### src/rtl/prf_pkg.sv
// Shared types for the physical register file read stage.
// Physical register index width and source operand count.
package prf_pkg;

    localparam int PREG_W  = 6;
    localparam int NUM_SRC = 3;

    typedef logic [PREG_W-1:0] preg_t;

endpackage

### src/rtl/prf_operand_bypass.sv
// One operand lane: write/read collision capture plus output mux.
// The RAM returns old data on a same-cycle collision, so the write is replayed here.
module prf_operand_bypass
    import prf_pkg::*;
#(
    parameter int WIDTH    = 32,
    parameter bit ZERO_REG = 1'b1
) (
    input  logic             clk,
    input  logic             rst_n,
    input  logic             i_wb_hit,
    input  logic [WIDTH-1:0] i_wb_data,
    input  logic             i_s1_valid,
    input  preg_t            i_s1_src,
    input  logic [WIDTH-1:0] i_ram_dout,
    output logic [WIDTH-1:0] o_data
);

    logic             r_hit;
    logic [WIDTH-1:0] r_data;
    logic             w_zero;

    // Capture a write that collided with this lane's read in the same cycle.
    always_ff @(posedge clk or negedge rst_n) begin
        if (!rst_n) begin
            r_hit  <= 1'b0;
            r_data <= '0;
        end else begin
            r_hit  <= i_wb_hit;
            r_data <= i_wb_data;
        end
    end

    assign w_zero = ZERO_REG && (i_s1_src == '0);

    // Operand select: masked when idle, zero register, then bypass, then RAM.
    always_comb begin
        o_data = '0;
        if (i_s1_valid && !w_zero) begin
            o_data = r_hit ? r_data : i_ram_dout;
        end
    end

endmodule

### src/rtl/prf_read_stage.sv
// Operand-read stage between issue and execute for a 64-entry 3R1W PRF.
// Holds one uop, re-reads its sources while stalled, and bypasses colliding writes.
module prf_read_stage
    import prf_pkg::*;
#(
    parameter int WIDTH     = 32,
    parameter int PAYLOAD_W = 64,
    parameter bit ZERO_REG  = 1'b1
) (
    input  logic                 clk,
    input  logic                 rst_n,
    input  logic                 flush,
    input  logic                 in_valid,
    output logic                 in_ready,
    input  preg_t                in_src0,
    input  preg_t                in_src1,
    input  preg_t                in_src2,
    input  logic [PAYLOAD_W-1:0] in_payload,
    input  logic                 wb_valid,
    input  preg_t                wb_addr,
    input  logic [WIDTH-1:0]     wb_data,
    output preg_t                ram_addr0,
    output preg_t                ram_addr1,
    output preg_t                ram_addr2,
    output preg_t                ram_addrw,
    output logic [WIDTH-1:0]     ram_din,
    output logic                 ram_wea,
    input  logic [WIDTH-1:0]     ram_dout0,
    input  logic [WIDTH-1:0]     ram_dout1,
    input  logic [WIDTH-1:0]     ram_dout2,
    output logic                 out_valid,
    input  logic                 out_ready,
    output logic [WIDTH-1:0]     out_data0,
    output logic [WIDTH-1:0]     out_data1,
    output logic [WIDTH-1:0]     out_data2,
    output logic [PAYLOAD_W-1:0] out_payload
);

    logic                 r_s1_valid;
    preg_t                r_s1_src [NUM_SRC];
    logic [PAYLOAD_W-1:0] r_s1_payload;

    logic                 w_accept;
    logic                 w_wea;
    preg_t                w_in_src [NUM_SRC];
    preg_t                w_addr   [NUM_SRC];
    logic                 w_hit    [NUM_SRC];
    logic [WIDTH-1:0]     w_dout   [NUM_SRC];
    logic [WIDTH-1:0]     w_data   [NUM_SRC];

    // Flush forces ready so issue never blocks on a squashed uop.
    assign in_ready = flush | ~r_s1_valid | out_ready;
    assign w_accept = in_valid & in_ready & ~flush;

    assign w_wea = wb_valid & ~(ZERO_REG && (wb_addr == '0));

    assign w_in_src[0] = in_src0;
    assign w_in_src[1] = in_src1;
    assign w_in_src[2] = in_src2;
    assign w_dout[0]   = ram_dout0;
    assign w_dout[1]   = ram_dout1;
    assign w_dout[2]   = ram_dout2;

    // Read the incoming uop on accept, otherwise keep re-reading the held one.
    always_comb begin
        for (int i = 0; i < NUM_SRC; i++) begin
            w_addr[i] = w_accept ? w_in_src[i] : r_s1_src[i];
            w_hit[i]  = w_wea && (wb_addr == w_addr[i]);
        end
    end

    // Hold register: load on accept, clear on flush or drain.
    always_ff @(posedge clk or negedge rst_n) begin
        if (!rst_n) begin
            r_s1_valid   <= 1'b0;
            r_s1_payload <= '0;
            for (int i = 0; i < NUM_SRC; i++) begin
                r_s1_src[i] <= '0;
            end
        end else if (flush) begin
            r_s1_valid <= 1'b0;
        end else if (w_accept) begin
            r_s1_valid   <= 1'b1;
            r_s1_payload <= in_payload;
            for (int i = 0; i < NUM_SRC; i++) begin
                r_s1_src[i] <= w_in_src[i];
            end
        end else if (r_s1_valid && out_ready) begin
            r_s1_valid <= 1'b0;
        end
    end

    for (genvar g = 0; g < NUM_SRC; g++) begin : g_lane
        prf_operand_bypass #(
            .WIDTH    (WIDTH),
            .ZERO_REG (ZERO_REG)
        ) u_byp (
            .clk        (clk),
            .rst_n      (rst_n),
            .i_wb_hit   (w_hit[g]),
            .i_wb_data  (wb_data),
            .i_s1_valid (r_s1_valid),
            .i_s1_src   (r_s1_src[g]),
            .i_ram_dout (w_dout[g]),
            .o_data     (w_data[g])
        );
    end

    assign ram_addr0   = w_addr[0];
    assign ram_addr1   = w_addr[1];
    assign ram_addr2   = w_addr[2];
    assign ram_addrw   = wb_addr;
    assign ram_din     = wb_data;
    assign ram_wea     = w_wea;

    assign out_valid   = r_s1_valid;
    assign out_data0   = w_data[0];
    assign out_data1   = w_data[1];
    assign out_data2   = w_data[2];
    assign out_payload = r_s1_payload;

endmodule
### config.mk
export PLATFORM = sky130hd
export DESIGN_NAME = prf_read_stage
export DESIGN_NICKNAME = d
export VERILOG_FILES = /design/src/rtl/prf_pkg.sv /design/src/rtl/prf_operand_bypass.sv /design/src/rtl/prf_read_stage.sv
export SDC_FILE = /design/constraint.sdc
export NUM_CORES = 1
export LEC_CHECK = 0
export CORE_AREA = 2 2 172 174
export CTS_CLUSTER_SIZE = 16
export DETAILED_ROUTE_END_ITERATION = 8
export DIE_AREA = 0 0 174 176
export DONT_BUFFER_PORTS = 1
export GPL_ROUTABILITY_DRIVEN = 0
export SLEW_MARGIN = 0
export SYNTH_ARGS = -nofsm -noshare
export SYNTH_HDL_FRONTEND = slang
export SYNTH_SLANG_ARGS = --single-unit
### constraint.sdc
create_clock -name clk -period 4.24 [get_ports clk]
set_input_delay 1.272 -clock clk [delete_from_list [all_inputs] [get_ports clk]]
set_output_delay 1.272 -clock clk [all_outputs]
set_load 0.01 [all_outputs]
Word-level counts from Yosys, hierarchy flattened
Cells that the tools add are included.
Cells by class
  multiplexer cells: 12
  reductions and logical operators: 16
  equal/unequal tests: 3
  bitwise operators: 8
Operators with widths (number)
  32-bit 2-to-1 mux: 6
  6-bit logical NOT: 4
  6-bit == test: 3
  6-bit 2-to-1 mux: 3
  1-bit logical AND: 7
  1-bit AND: 3
  1-bit logical NOT: 3
  1-bit 2-to-1 mux: 3
  1-bit NOT: 3
  3-bit nonzero test: 1
  1-bit bitwise OR: 2
  2-bit AND reduction: 1
Word-level totals
  flip-flop bits (word level): 118
  input bits: 222
  output and inout port bits: 219
  word-level logic and storage cells: 48

Longest topological paths before layout
  word-level depth: 8
  depth in mapped cells: 7
  depth with buffers taken out: 5

Modules after synthesis
From an unflattened synthesis, not the netlist that was laid out.
Second synthesis, totals
  cells, all modules: 796
  area total of the unflattened synthesis: 8644.5 um2
Modules (own cells, without submodules)
  prf_operand_bypass: sequential area each 825.8 um2, area an instance 1534.0 um2, times used 3, cells each 113
  prf_read_stage: sequential area each 2077.0 um2, area an instance 4042.6 um2, times used 1, cells each 457

Worst setup path after synthesis
Ideal clock, no wire load.
  path kind: input to output
  from: in out_ready
  to: out ram_addr0[2]
  data arrival time: 2.452 ns
  path slack: 0.516 ns
  stages: 7
  required time: 2.968 ns
  path through: and2b_1 > nor2_2 > buf_4 > buf_2 > buf_2 > nand2_1 > nand2_1
Between the ends
  word-level cells in the longest chain between the ends: 4
Ends and longest elaborated chain
  start, declared: line prf_read_stage.sv:32  | input logic out_ready,
  1-bit bitwise OR: line prf_read_stage.sv:52  | assign in_ready = flush | ~r_s1_valid | out_ready;
  1-bit AND (2 in series): line prf_read_stage.sv:53  | assign w_accept = in_valid & in_ready & ~flush;
  6-bit 2-to-1 mux: line prf_read_stage.sv:67  | w_addr[i] = w_accept ? w_in_src[i] : r_s1_src[i];
  end, declared: line prf_read_stage.sv:22  | output preg_t ram_addr0,
No other way between the ends.

Worst setup path in the final report
  from: in out_ready
  to: out ram_addr0[0]
The elaborated chain is that of the path after synthesis.

==> impl_metrics.csv <==
group,metric,value,unit
drt,drc,0,
floorplan,core,0.0285,mm^2
synth,synthArstFlopShare,100,%
synth,synth_warnings,0,
setup_path,cp-start-kind,"input pin",
cts,cts.sinks,118,
floorplan,start_util,22.1,%
cts,hold_buffers,0,
sta,period_minus_slack,3610,ps
setup_path,worstSetupPathType,"in2out",
synth,syn_inst,710,
power,vdd_drop_max,200,uV
cts,post_cts_buffers,0,
setup_path,crit_required,2970,ps
synth,ys_seq_elements,118,
synth,yosysTopAreaCell,"dfrtp_1",
drt,drtPass1Iterations,5,
grt,grt_max_degree,119,
sta,fin_crit_sh,85.1,%
synth,synthFlopType,"dfrtp_1",
sta,fin_setup_tns,0,ps
grt,grt_pass1_wl,36700,um
setup_path,worstPathArrival,2340,ps
synth,synth.distinct_cells,38,
floorplan,fp.dieH,176,um
finish,layout-drive-gt1-share,10.3,%
cts,cts.root.buffer_cell,"clkbuf_16",
floorplan,fp-row-count,62,
cts,post_cts_resized,0,
grt,overflow,0,
sta,hold_viol_final,0,
synth,syn_area,0.00632,mm^2
flow_run,drv_cap,0,
power,cellInternalPower,2250,uW
placed_design,hpwl,21200,um
cts,cts_buffers,17,
setup_path,worst_path_largest_cell_delay,430,ps
finish,instances_no_fill,1067,
sta,grt_setup_unrepaired,"no",
synth,syn_avg_cell_area,8.90,um^2
sta,slew-limit-headroom,37.3,%
floorplan,die_x,174,um
cts,cts_tree,"done",
power,power_density,457,mW/mm^2
cts,clock_path_buffers,2,
setup_path,r2r_cells,6,
power,switching_share,30.4,%
finish,nets,892,
grt,antenna_found_initial,10,
power,pwr-share-seq,44.8,%
power,p_clk_share,41.2,%
synth,ys_top_cells_by_area,"dfrtp_1 47%, mux2i_1 15%, nand2_1 13%, nor2_1 5.9%, buf_4 4.6%",
floorplan,die_area,0.0306,mm^2
power,leakagePower,0.00304,uW
synth,synth.net_count,932,
cts,clock_latency,410,ps
worst_hold_path,hp-class,"in2async",
setup_path,worst-path-max-fanout,34,
placed_design,port_buffers,0,
grt,track_usage,16.8,%
cts,clkTransAtPathRegs,70,ps
synth,synth-edff-count,0,
synth,synth_top_area_share,46.8,%
sta,skew,4.74,ps
sta,finalMaxSlewViolations,0,
sta,clock.fmax,0.277,GHz
setup_path,end_kind,"output pin",
setup_path,crit_chain,"and2b_1, nor2_4, buf_12, mux2_2",
finish,final_common_cell,"nand2_1",
drt,ant_nets,0,
cts,htree_levels,4,
sta,setup_violations,0,
finish,final_cell_mix,"221 x nand2_1, 115 x dfrtp_1, 100 x nor2_1, 96 x mux2i_1",
placed_design,dp_cells,1035,
drt,drt-vias-per-instance,4.75,
drt,wl_per_cell,24.9,um
drt,drt-total-wl,26600,um
sta,worstMarginPinSlew,941,ps
setup_path,crit_slowest_cell,"mux2_2",
finish,area_growth_syn_to_layout,11.8,%
finish,final_util,24.7,%
power,power,3230,uW
power,power_switching,981,uW
synth,yosysSeqAreaShare,46.8,%
grt,grt_pass1_vias,5121,
run_status,status,"complete, no violations",
floorplan,io_pins,441,
drt,via_count,5063,
power,combPwrFrac,14.0,%
drt,drt-initial-drc-count,208,
==> sequential cells by signal, indices dropped and copies added (netlist names) <==
name / cells
out_payload: 64
out_valid: 1
g_lane.u_byp.r_hit: 3
g_lane.u_byp.r_data: 32
r_s1_src: 18
==> through the flow <==
stage,setup WS (ps),area [um^2],hold slack [ps]
floorplan,516,6320,494
global placement,566,6530,531
detailed placement,544,6530,534
CTS,542,7050,517
global route,468,7060,512
finish,631,7060,549
==> cells by family (layout without fill, tap and decap cells) <==
| kind of cell | after synthesis | after routing | synth area share [%] |
|---|---|---|---|
| other | 0 | 4 | 0 |
| buffers and inverters | 87 | 56 | 7.81 |
| muxes | 114 | 114 | 18.4 |
| AOI/OAI and AO/OA | 41 | 41 | 4.79 |
| and+or+nand+nor | 345 | 345 | 21.5 |
| DFF | 118 | 118 | 46.8 |
| xor gates and xnor gates | 5 | 5 | 0.693 |
==> final timing paths <==
kind / start / to / slack [ps]
worst max register to register: out_valid / g_lane[1].u_byp.r_hit / 1860
worst min-delay path: rst_n / g_lane[2].u_byp.r_data[6] / 550
worst max-delay path: out_ready / ram_addr0[0] / 630
max in group asynchronous: rst_n / g_lane[2].u_byp.r_data[19] / 3520
worst min register to register: r_s1_src[13] / r_s1_src[13] / 550
min in group clk: r_s1_src[13] / r_s1_src[13] / 550
==> critical path, delay by kind of cell <==
| family | cells | cell delay (ps) |
|---|---|---|
| mux | 1 | 430 |
| simple gates | 2 | 400 |
| buf+inv | 1 | 220 |
==> area by class of cell <==
| cell class | count | area [um^2] |
|---|---|---|
| flip-flops and latches | 118 | 2960 |
| well taps | 384 | 480 |
| clock buffers | 22 | 464 |
| fillers | 3086 | 21500 |
| inverters | 10 | 37.5 |
| diodes | 4 | 10.0 |
| multi-input cells | 505 | 2910 |
| repair buffers | 18 | 148 |
| clock inverters | 6 | 55.1 |
==> power groups by stage <==
stage | sequential [uW] | clock [uW] | combinational, uW
after floorplan | 1400 | 0 | 390
after global placement | 1460 | 0 | 446
after detailed placement | 1460 | 0 | 460
after CTS | 1450 | 1370 | 457
after global routing | 1460 | 1430 | 503
final | 1450 | 1330 | 452
==> synth_stat cells, types with 5 or more instances <==
cell and number:
nand2_1 222, dfrtp_1 118, nor2_1 100, mux2i_1 96, buf_4 39, mux2_2 17, buf_2 16, clkbuf_1 14
inv_1 10, o21ai_0 10, buf_1 8, o211ai_1 5, o22ai_1 5
==> metal layers <==
metal	global-route usage [%]	vias up	routed length, um
li1	-	2209	-
met1	18.5	2455	10000
met2	28.5	347	13100
met3	8.18	46	2930
met4	5.11	6	517
met5	0	-	43
Note: power is estimated with default switching activity, not from simulation.
